## config.mk

```make
export PLATFORM = sky130hd
export DESIGN_NAME = gpio_input_poll_ctrl
export DESIGN_NICKNAME = d
export VERILOG_FILES = /design/src/rtl/gpio_poll_pkg.sv /design/src/rtl/gpio_debounce_bit.sv /design/src/rtl/gpio_input_poll_ctrl.sv
export SDC_FILE = /design/constraint.sdc
export NUM_CORES = 1
export LEC_CHECK = 0
export ABC_AREA = 1
export BUFFER_PORTS_ARGS = -buffer_cell sky130_fd_sc_hd__clkbuf_2
export CORE_UTILIZATION = 56
export DETAILED_ROUTE_END_ITERATION = 12
export PLACE_DENSITY = 0.85
export SYNTH_ARGS = -nofsm -noshare
export SYNTH_HDL_FRONTEND = slang
export SYNTH_HIERARCHICAL = 1
export SYNTH_SLANG_ARGS = --single-unit
```

## constraint.sdc

```tcl
create_clock -name clk -period 5.04 [get_ports clk]
set_input_delay 0.756 -clock clk [delete_from_list [all_inputs] [get_ports clk]]
set_output_delay 0.756 -clock clk [all_outputs]
set_load 0.01 [all_outputs]
```

## src/rtl/gpio_poll_pkg.sv

```systemverilog
// Shared definitions for the GPIO input polling controller.
//   - CSR word addresses for the HPS-facing Avalon-MM slave
//   - Poll sequencer state encoding
package gpio_poll_pkg;

  localparam logic [1:0] ADDR_STATE = 2'd0;
  localparam logic [1:0] ADDR_RSVD  = 2'd1;
  localparam logic [1:0] ADDR_MASK  = 2'd2;
  localparam logic [1:0] ADDR_EDGE  = 2'd3;

  typedef enum logic [1:0] {
    IDLE,
    ADDR,
    SAMPLE,
    UPDATE
  } poll_state_e;

endpackage

```

## src/rtl/gpio_debounce_bit.sv

```systemverilog
// One-bit debouncer for the GPIO poll controller.
// A new level is accepted after DEBOUNCE_SAMPLES consecutive polled samples
// that differ from the current stable level; any matching sample restarts
// the count.
// Ports:
//   clk, reset_n  - clock, asynchronous active-low reset
//   update_en     - one-cycle strobe: evaluate the current sample
//   sample        - polled input level
//   stable        - debounced level
//   edge_set      - combinational pulse in the update cycle that accepts
//                   a new level (rising or falling)
module gpio_debounce_bit #(
  parameter int unsigned DEBOUNCE_SAMPLES = 4
) (
  input  logic clk,
  input  logic reset_n,
  input  logic update_en,
  input  logic sample,
  output logic stable,
  output logic edge_set
);

  localparam int unsigned    CNT_W    = $clog2(DEBOUNCE_SAMPLES + 1);
  localparam logic [CNT_W-1:0] CNT_LAST = CNT_W'(DEBOUNCE_SAMPLES - 1);
  localparam logic [CNT_W-1:0] CNT_ONE  = CNT_W'(1);

  logic [CNT_W-1:0] cnt_q, cnt_d;
  logic             stable_q, stable_d;

  always_comb begin
    cnt_d    = cnt_q;
    stable_d = stable_q;
    edge_set = 1'b0;
    if (update_en) begin
      if (sample == stable_q) begin
        cnt_d = '0;
      end else if (cnt_q == CNT_LAST) begin
        stable_d = sample;
        cnt_d    = '0;
        edge_set = 1'b1;
      end else begin
        cnt_d = cnt_q + CNT_ONE;
      end
    end
  end

  always_ff @(posedge clk or negedge reset_n) begin
    if (!reset_n) begin
      cnt_q    <= '0;
      stable_q <= 1'b0;
    end else begin
      cnt_q    <= cnt_d;
      stable_q <= stable_d;
    end
  end

  assign stable = stable_q;

endmodule

```

## src/rtl/gpio_input_poll_ctrl.sv

```systemverilog
// Polling sequencer for a GPIO input PIO that has no read strobe, edge
// capture or IRQ. Every POLL_DIV cycles it addresses the PIO, samples its
// registered readdata, debounces each bit and latches accepted transitions
// into an edge-capture register exposed to the HPS.
// Ports:
//   clk, reset_n   - clock, asynchronous active-low reset
//   pio_address    - PIO address, always 0 (data register)
//   pio_readdata   - PIO readdata, valid one cycle after address
//   s_address      - CSR word address (0 state, 1 rsvd, 2 mask, 3 edges)
//   s_read/s_write - CSR strobes
//   s_writedata    - CSR write data
//   s_readdata     - CSR read data, registered one cycle after s_read
//   irq            - level interrupt, |(edge_capture & irq_mask)
module gpio_input_poll_ctrl
  import gpio_poll_pkg::*;
#(
  parameter int unsigned WIDTH            = 6,
  parameter int unsigned POLL_DIV         = 50000,
  parameter int unsigned DEBOUNCE_SAMPLES = 4
) (
  input  logic        clk,
  input  logic        reset_n,
  output logic [1:0]  pio_address,
  input  logic [31:0] pio_readdata,
  input  logic [1:0]  s_address,
  input  logic        s_read,
  input  logic        s_write,
  input  logic [31:0] s_writedata,
  output logic [31:0] s_readdata,
  output logic        irq
);

  localparam int unsigned       PCNT_W    = $clog2(POLL_DIV);
  localparam logic [PCNT_W-1:0] PCNT_LAST = PCNT_W'(POLL_DIV - 1);
  localparam logic [PCNT_W-1:0] PCNT_ONE  = PCNT_W'(1);

  poll_state_e       state_q, state_d;
  logic [PCNT_W-1:0] pcnt_q, pcnt_d;
  logic [WIDTH-1:0]  sample_q, sample_d;
  logic [WIDTH-1:0]  irq_mask_q, irq_mask_d;
  logic [WIDTH-1:0]  edge_capture_q, edge_capture_d;
  logic [31:0]       s_readdata_q, s_readdata_d;

  logic [WIDTH-1:0]  stable;
  logic [WIDTH-1:0]  edge_set;
  logic [WIDTH-1:0]  edge_clear;
  logic              update_en;
  logic              unused_bits;

  // Only the low WIDTH bits of the PIO data and CSR write data matter.
  assign unused_bits = ^{pio_readdata, s_writedata};

  assign pio_address = '0;
  assign update_en   = (state_q == UPDATE);

  // Poll sequencer: the divider free-runs so the poll period is exactly
  // POLL_DIV cycles regardless of the ADDR/SAMPLE/UPDATE walk.
  always_comb begin
    pcnt_d   = (pcnt_q == PCNT_LAST) ? '0 : pcnt_q + PCNT_ONE;
    state_d  = state_q;
    sample_d = sample_q;
    unique case (state_q)
      IDLE:    if (pcnt_q == PCNT_LAST) state_d = ADDR;
      ADDR:    state_d = SAMPLE;
      SAMPLE: begin
        sample_d = pio_readdata[WIDTH-1:0];
        state_d  = UPDATE;
      end
      UPDATE:  state_d = IDLE;
      default: state_d = IDLE;
    endcase
  end

  for (genvar i = 0; i < WIDTH; i++) begin : g_bit
    gpio_debounce_bit #(
      .DEBOUNCE_SAMPLES(DEBOUNCE_SAMPLES)
    ) u_db (
      .clk      (clk),
      .reset_n  (reset_n),
      .update_en(update_en),
      .sample   (sample_q[i]),
      .stable   (stable[i]),
      .edge_set (edge_set[i])
    );
  end

  // CSR access. Reads capture pre-write register values, so a read and a
  // clear of the edge register in one cycle return the bits being cleared.
  always_comb begin
    irq_mask_d   = irq_mask_q;
    edge_clear   = '0;
    s_readdata_d = s_readdata_q;
    if (s_write) begin
      unique case (s_address)
        ADDR_MASK: irq_mask_d = s_writedata[WIDTH-1:0];
        ADDR_EDGE: edge_clear = s_writedata[WIDTH-1:0];
        default:   ;
      endcase
    end
    // A newly accepted edge wins over a same-cycle clear of that bit.
    edge_capture_d = (edge_capture_q & ~edge_clear) | edge_set;
    if (s_read) begin
      unique case (s_address)
        ADDR_STATE: s_readdata_d = 32'(stable);
        ADDR_MASK:  s_readdata_d = 32'(irq_mask_q);
        ADDR_EDGE:  s_readdata_d = 32'(edge_capture_q);
        default:    s_readdata_d = '0;
      endcase
    end
  end

  always_ff @(posedge clk or negedge reset_n) begin
    if (!reset_n) begin
      state_q        <= IDLE;
      pcnt_q         <= '0;
      sample_q       <= '0;
      irq_mask_q     <= '0;
      edge_capture_q <= '0;
      s_readdata_q   <= '0;
    end else begin
      state_q        <= state_d;
      pcnt_q         <= pcnt_d;
      sample_q       <= sample_d;
      irq_mask_q     <= irq_mask_d;
      edge_capture_q <= edge_capture_d;
      s_readdata_q   <= s_readdata_d;
    end
  end

  assign s_readdata = s_readdata_q;
  assign irq        = |(edge_capture_q & irq_mask_q);

endmodule

```

==> impl_metrics.toml, run 1 <==
[drt]
totalWireLength_mm = 6.55
wl_per_cell_um = 10.9
dr.pass1.iters = 4
ant_nets = 0
vias = 2936
vias_per_cell = 4.89
drtIter0Drc = 190
drc = 0

[power_and_ir_drop]
power.density_nw_per_um2 = 266
power_mw = 1.07
max-vdd-ir-drop_mv = 0.198
power.leakage_nw = 2.29

[floorplan]
ioPinCount = 105
core_area_um2 = 6350
start_util = 0.582
design.die.area_um2 = 6930
die_h_um = 83.2
fp.dieW_um = 83.2
placementRows = 29

[timing]
hold_viol = 0
fin_crit_ns = 1.96
tns_ns = 0
tightest_slew_ns = 0.824
slew_violations = 0
clock.fmax_ghz = 0.509
layout_setup_ws_ns = 3.08
fin_crit_sh = 0.390
rsz0062_at_grt = "no"
fin_skew_ns = 0.00713
setup_viol = 0
maxSlewHeadroom = 0.450

[layout]
drive_gt1_frac = 0.145
nets = 599
final_cell_mix = "nand2_1, inv_1, dfrtp_1"
antennaDiodeCount = 0
syn_to_final_growth_pct = 8.53
final_common_cell = "nand2_1"
num-fill-cells = 544

[cts]
ctsRootBufferMaster = "clkbuf_8"
clk_latency_ns = 0.34
cts_hold_buf = 0
cts_buffer_depth = 2
cts_inserted_buffers = 9
cts.sinks = 66
post_cts_resize_count = 0
cts_tree = "built"
postCtsSetupBuffers = 0
htreeDepth = 3
clkTransAtPathRegs_ns = 0.07

[critical_path]
r2r_cells = 6
crit_required_ns = 4.28
path_cells = "nand2_1, nand2_1, a21oi_1, nand4_1, clkbuf_2"
crit_family = "flip-flops"
crit_arrival_ns = 1.21
end_kind = "primary output"
cpMostUsedCell = "nand2_1"
path_buf_inv = 1
worstSetupPathType = "flip-flop to primary output"
crit_path_top_delay_cell = "dfrtp_1"
crit_path_max_incr_delay_ns = 0.40
start_kind = "flip-flop"
r2r-start = "pcnt_q[0]"
regToRegEndpoint = "pcnt_q[9]"
reg2reg_slack_ns = 3.60
crit_fanout = 3

[hold_path]
hold-path-cell-count = 2
min_from = "g_bit[4].u_db/cnt_q[1]"
min_path_type = "flip-flop to flip-flop"
hold_path_end = "g_bit[4].u_db/cnt_q[1]"

[synthesis]
ys_ff_latch = 66
yosys_warnings = 6
syn_inst = 485
syn_avg_cell_area_um2 = 7.62
yosys.cell_types.count = 24
syn_area_um2 = 3700
seq_area_frac_synth = 0.447

[global_route]
grt_pass1_wl_mm = 11.4
grt_max_degree = 67
grt_pass1_vias = 2781
overflow = 0
grt_antenna_before_repair = 0
grt_usage = 0.206

[placement]
dp_hpwl_mm = 4.62
globalplace.congestion = 0.857
preCtsSetupSlack_ns = 3.32
io_buffers = 24

[outcome]
outcome = "complete, no violations"

[job]
drv_cap = 0
-- worst max-delay path by stage --
stage	slack, ns	cells past startpoint	from	endpoint
final	3.08	5	irq_mask_q[5]	irq
after global placement	3.33	6	s_address[0]	edge_capture_q[5]
after CTS	3.06	5	irq_mask_q[5]	irq
after detailed placement	3.32	6	s_address[0]	edge_capture_q[1]
after floorplan	3.38	4	state_q[1]	g_bit[0].u_db/stable
after global routing	2.96	5	irq_mask_q[5]	irq
-- stage by stage --
| step | std cells | instance area [um^2] | util | hold WS, ns |
|---|---|---|---|---|
| 2_1_floorplan | 512 | 3800 | - | 0.453 |
| 3_3_place_gp | 584 | 3810 | 0.599 | 0.466 |
| 3_5_place_dp | 584 | 3810 | 0.599 | 0.477 |
| 4_1_cts | 600 | 4010 | 0.632 | 0.495 |
| 5_1_grt | 600 | 4010 | 0.632 | 0.510 |
| 6_report | 600 | 4010 | 0.632 | 0.489 |
-- worst register-to-register path, stage by stage, from the launching register on --
cell and delay [ns]:
dfrtp_1 0.41, ha_1 0.24, nand2_2 0.08, nor2_2 0.20
nand4_1 0.11, nor2_1 0.21, nor2_1 0.08
-- cell type report --
class / instances / area [um^2] / area share
Tap cell: 77 / 96.3 / 0.0240
Sequential cell: 66 / 1650 / 0.412
Multi-Input combinational cell: 338 / 1630 / 0.407
Clock buffer: 12 / 155 / 0.0387
Timing Repair Buffer: 26 / 135 / 0.0337
Inverter: 77 / 289 / 0.0721
Clock inverter: 4 / 50.0 / 0.0125
-- layer usage --
layer,part of all wire,vias up,global-route usage
li1,-,1499,-
met4,0.027,0,0.0940
met5,0,-,0
met2,0.50,75,0.364
met3,0.048,14,0.0686
met1,0.42,1348,0.223
-- state kept, by name (all words and copies together) (netlist names) --
name               flops
state_q                2
g_bit.u_db/cnt_q      18
sample_q               6
edge_capture_q         6
pcnt_q                16
s_readdata             6
g_bit.u_db/stable      6
irq_mask_q             6
-- logic make-up (layout without fill, tap and decap cells) --
kind of cell / after synthesis / count (layout) / share of synthesized area
compound gates: 32 / 32 / 0.0548
xor+xnor: 3 / 3 / 0.00711
fa+ha+maj: 11 / 11 / 0.0372
buf+inv: 108 / 119 / 0.138
flops: 66 / 66 / 0.447
other cells: 1 / 28 / 0.00101
simple gates: 264 / 264 / 0.314
-- synthesized netlist by cell type --
library cell    n  area share
buf_4          28       0.057
nor3b_1         1      0.0020
a21oi_1         4      0.0054
nand4_1        13       0.022
ha_1           11       0.037
nand2_1       156        0.16
clkbuf_1        1      0.0010
a21boi_2        6       0.018
buf_2           1      0.0014
nand2_2         9       0.015
nand3_2         6       0.016
dfrtp_1        66        0.45
conb_1          1      0.0010
nor2_4          1      0.0030
nor2_1         36       0.037
inv_2           1      0.0010
o21bai_1        2      0.0041
inv_1          76       0.077
xor2_1          3      0.0071
nand3_1        30       0.041
buf_1           1      0.0010
o21ai_0        20       0.027
nor2_2         11       0.019
or2_2           1      0.0017
-- power breakdown --
part / internal [mW] / total [mW] / leakage, nW / switching, mW
clock: 0.255 / 0.450 / 0.0986 / 0.196
combinational: 0.0187 / 0.0618 / 1.33 / 0.0431
sequential: 0.545 / 0.556 / 0.863 / 0.0105
total: 0.819 / 1.07 / 2.29 / 0.249
(Power assumes the default switching activity.)
==> inputs of run 2 (changes only) <==
Settings changed: CORE_UTILIZATION 56 to 52, PLACE_DENSITY 0.85 to 0.8.
Clock period 5.04 ns to 2 ns, I/O delays scaled along.
==> run 2 against run 1 <==
Final area rose by 1.5%. Combinational power rose to 2.6 times the previous value. Setup slack got worse by 2.6 ns. Die area up 7.5%. Flip-flop and latch count is the same. Power grew to 2.6 times the previous value. Wire length grew 0.32%. Non-clock buffer count grew 1. Core utilization decreased by 3.6 points. Clock skew rose by 0.0053 ns. Largest cell class unchanged. Highest routed layer unchanged.
==> impl_metrics.toml, run 2 (synthesis results as in run 1) <==
[outcome]
outcome = "complete, no violations"

[power_and_ir_drop]
power.density_nw_per_um2 = 687
power_mw = 2.80
p_int_mw = 2.16
max-vdd-ir-drop_mv = 0.480
pwr-share-seq = 0.500
clkPwrFrac = 0.441
p_switching_uw = 640
p_sw_frac = 0.229
power_frac_comb = 0.058
power.leakage_nw = 2.31

[layout]
num-fill-cells = 626
top_regs = "g_bit.u_db/cnt_q: 18 flops, pcnt_q: 16 flops"
layout.cells.non_filler = 620
top_register = "g_bit.u_db/cnt_q"
design_area_um2 = 4070
final_core_util = 0.596
antennaDiodeCount = 0
nets = 600
final_cell_mix = "nand2_1, inv_1, dfrtp_1"
syn_to_final_growth_pct = 10.2
final_common_cell = "nand2_1"
largest_reg_flops = 18
drive_gt1_frac = 0.145

[hold_path]
hold_path_end = "sample_q[5]"
hold-path-cell-count = 3
min_from = "pio_readdata[5]"
min_path_type = "input port to flip-flop"

[global_route]
grt_pass1_wl_mm = 11.6
grt_antenna_before_repair = 0
grt_max_degree = 67
grt_usage = 0.198
overflow = 0
grt_pass1_vias = 2911

[cts]
cts_inserted_buffers = 9
cts_tree = "built"
cts_hold_buf = 1
cts.sinks = 66
ctsRootBufferMaster = "clkbuf_8"
htreeDepth = 3
clkTransAtPathRegs_ns = 0.08
clk_latency_ns = 0.34
postCtsSetupBuffers = 0
cts_buffer_depth = 2
post_cts_resize_count = 0

[job]
drv_cap = 0

[drt]
vias_per_cell = 4.78
drtIter0Drc = 169
ant_nets = 0
vias = 2965
drc = 0
dr.pass1.iters = 5
wl_per_cell_um = 10.6
totalWireLength_mm = 6.57

[critical_path]
r2r-start = "pcnt_q[0]"
regToRegEndpoint = "pcnt_q[9]"
crit_arrival_ns = 1.25
crit_required_ns = 1.70
end_kind = "primary output"
reg2reg_slack_ns = 0.55
start_kind = "flip-flop"
crit_fanout = 3
worstSetupPathType = "flip-flop to primary output"
r2r_cells = 6

[placement]
placed_cell_area_um2 = 3840
preCtsSetupSlack_ns = 0.529
dp_cells = 603
globalplace.congestion = 0.865
io_buffers = 24
dp_hpwl_mm = 4.74

[timing]
slew_violations = 0
fin_crit_ns = 1.55
fin_crit_sh = 0.777
clock.fmax_ghz = 0.644
setup_viol = 0
rsz0062_at_grt = "no"
hold_viol = 0
whs_ns = 0.168
fin_skew_ns = 0.0124
tns_ns = 0
layout_setup_ws_ns = 0.447

[floorplan]
placementRows = 30
fp.dieW_um = 86.3
core_area_um2 = 6830
die_h_um = 86.3
design.die.area_um2 = 7450
start_util = 0.541
ioPinCount = 105
[run 2: cell types whose count changed in the layout (fill, tap and decap cells not counted), sizes merged]
cell         before  now
bufinv            1    2
clkbuf           36   35
clkinv            1    2
clkinvlp          2    1
dlygate4sd3       0    1
[run 2: worst max-delay path by stage]
stage               cells after the start              start  slack (ns)              endpoint
floorplan                               4         state_q[1]        0.34  g_bit[0].u_db/stable
global placement                        6          pcnt_q[0]        0.57             pcnt_q[9]
detailed placement                      6          pcnt_q[0]        0.53             pcnt_q[9]
CTS                                     5  edge_capture_q[4]        0.43                   irq
global route                            5  edge_capture_q[4]        0.35                   irq
finish                                  5  edge_capture_q[4]        0.45                   irq
[run 2: power groups by stage]
stage / sequential (mW) / combinational (mW) / clock (mW)
6_report: 1.40 / 0.163 / 1.24
5_1_grt: 1.40 / 0.190 / 1.34
4_1_cts: 1.40 / 0.165 / 1.27
3_5_place_dp: 1.43 / 0.163 / 0
3_3_place_gp: 1.42 / 0.160 / 0
2_1_floorplan: 1.43 / 0.118 / 0
[run 2: worst max-delay path, cell delays in order (launching register included)]
cell	delay, ns
dfrtp_1	0.41
nand2_1	0.08
nand2_1	0.05
a21oi_1	0.13
nand4_1	0.11
clkbuf_2	0.14
[run 2: layout make-up]
type,instances,area (um^2),share of cell area
Clock buffer,11,141,0.0347
Timing Repair Buffer,27,158,0.0387
Multi-Input combinational cell,338,1630,0.401
Inverter,77,289,0.0710
Clock inverter,5,77.6,0.0191
Tap cell,96,120,0.0295
Sequential cell,66,1650,0.406
[run 2: per-layer routing]
metal	global-route usage	wire length (um)	up-vias
met3	0.0657	274	6
li1	-	-	1507
met5	0	0	-
met4	0.0758	46	0
met1	0.213	2860	1381
met2	0.361	3390	71
==> inputs of run 3 (changes only) <==
Clock period 2 ns to 1.65 ns, I/O delays scaled along.
==> run 3 against run 2 <==
Global-route usage grew 0.64 points. Setup slack lost 0.30 ns. Non-clock buffer count grew 1. Flip-flop and latch count is the same. Sequential power grew 21%. Critical endpoint unchanged.
==> impl_metrics.toml, run 3 (synthesis results as in run 1) <==
[cts]
cts_buffer_depth = 2
cts_inserted_buffers = 9
postCtsSetupBuffers = 0
clk_latency_ns = 0.34
clkTransAtPathRegs_ns = 0.07
cts_tree = "built"
htreeDepth = 3
ctsRootBufferMaster = "clkbuf_8"
cts.sinks = 66

[drt]
vias = 2985
ant_nets = 0
drtIter0Drc = 137
vias_per_cell = 4.82
totalWireLength_mm = 6.81
dr.pass1.iters = 5
wl_per_cell_um = 11.0
drc = 0

[floorplan]
ioPinCount = 105
core_area_um2 = 6830
start_util = 0.541
placementRows = 30
fp.dieW_um = 86.3
die_h_um = 86.3
design.die.area_um2 = 7450

[layout]
top_register = "g_bit.u_db/cnt_q"
top_regs = "g_bit.u_db/cnt_q: 18 flops, pcnt_q: 16 flops"
syn_to_final_growth_pct = 9.55
largest_reg_flops = 18
nets = 601
final_core_util = 0.593
antennaDiodeCount = 0
final_cell_mix = "nand2_1, inv_1, dfrtp_1"
layout.cells.non_filler = 619
drive_gt1_frac = 0.143
final_common_cell = "nand2_1"

[critical_path]
start_kind = "flip-flop"
worstSetupPathType = "flip-flop to primary output"
crit_required_ns = 1.40
crit_arrival_ns = 1.25
cp-startpoint = "irq_mask_q[5]"
r2r_cells = 8
crit_fanout = 3
r2r-start = "pcnt_q[0]"
end_kind = "primary output"

[global_route]
grt_usage = 0.205
grt_pass1_wl_mm = 12.0
grt_pass1_vias = 2881
grt_antenna_before_repair = 0
overflow = 0
grt_max_degree = 67

[placement]
dp_cells = 604
io_buffers = 24
dp_hpwl_mm = 4.89
globalplace.congestion = 0.845

[power_and_ir_drop]
power.leakage_nw = 2.29
power.density_nw_per_um2 = 781
power_mw = 3.16
max-vdd-ir-drop_mv = 0.498

[outcome]
outcome = "complete, no violations"

[timing]
maxSlewHeadroom = 0.665
hold_viol = 0
fin_crit_ns = 1.50
tightest_slew_ns = 0.501
fin_skew_ns = 0.00919
rsz0062_at_grt = "no"
setup_viol = 0
fin_crit_sh = 0.910
slew_violations = 0
clock.fmax_ghz = 0.666
tns_ns = 0

[hold_path]
min_path_type = "input port to flip-flop"
hold-path-cell-count = 3
min_from = "pio_readdata[0]"

[job]
drv_cap = 0
[run 3: changes by cell type in the layout (fill, tap and decap cells not counted)]
cell | before | now
clkbuf_1 | 1 | 2
buf_12 | 1 | 2
ha_1 | 11 | 10
clkbuf_8 | 10 | 9
clkinv_2 | 2 | 1
ha_2 | 0 | 1
bufinv_16 | 2 | 1
[run 3: repair_timing]
item                      in CTS  in global routing
hold endpoints to repair      66                  0
gates resized for setup        0                  0
hold buffers                   1                  0
[run 3: per-stage QoR]
step                      area [um^2]  hold WS (ns)  setup slack (ns)
after floorplan                  3800       -0.0481             0.332
after global placement           3860         0.298             0.234
after detailed placement         3860         0.296             0.211
after CTS                        4050        0.0942             0.136
after global routing             4050         0.119            0.0453
final                            4050         0.107             0.149
[run 3: path summary, 6_finish.rpt]
path,end,slack (ns)
max,irq,0.15
min,sample_q[0],0.11
max reg2reg,pcnt_q[10],0.20
min reg2reg,g_bit[3].u_db/cnt_q[1],0.49
max in group asynchronous,g_bit[3].u_db/cnt_q[2],0.87
min in group asynchronous,g_bit[0].u_db/cnt_q[2],0.46
[run 3: report_power, final]
group | total [mW] | switching (mW) | internal, mW | leakage (nW)
clock network | 1.27 | 0.589 | 0.680 | 0.0853
registers | 1.70 | 0.0311 | 1.67 | 0.863
logic | 0.198 | 0.136 | 0.0623 | 1.34
total | 3.16 | 0.756 | 2.41 | 2.29
[run 3: routing by layer]
layer	share of wire	wire (um)	vias to the layer above	track usage
li1	-	-	1503	-
met1	0.45	3050	1415	0.237
met2	0.50	3410	60	0.367
met3	0.044	298	7	0.0600
met4	0.0079	54	0	0.0606
met5	0	0	-	0
[run 3: layout make-up]
| cell class | count | area, um^2 |
|---|---|---|
| Sequential cell | 66 | 1650 |
| Multi-Input combinational cell | 338 | 1640 |
| Tap cell | 96 | 120 |
| Inverter | 77 | 289 |
| Clock buffer | 11 | 131 |
| Fill cell | 648 | 2780 |
| Timing Repair Buffer | 28 | 178 |
| Clock inverter | 3 | 42.5 |
[run 3: critical path, stage by stage, from the launching register on]
cell,delay [ns]
dfrtp_1,0.40
nand2_1,0.09
nand2_1,0.05
a21oi_1,0.12
nand4_1,0.11
clkbuf_2,0.14
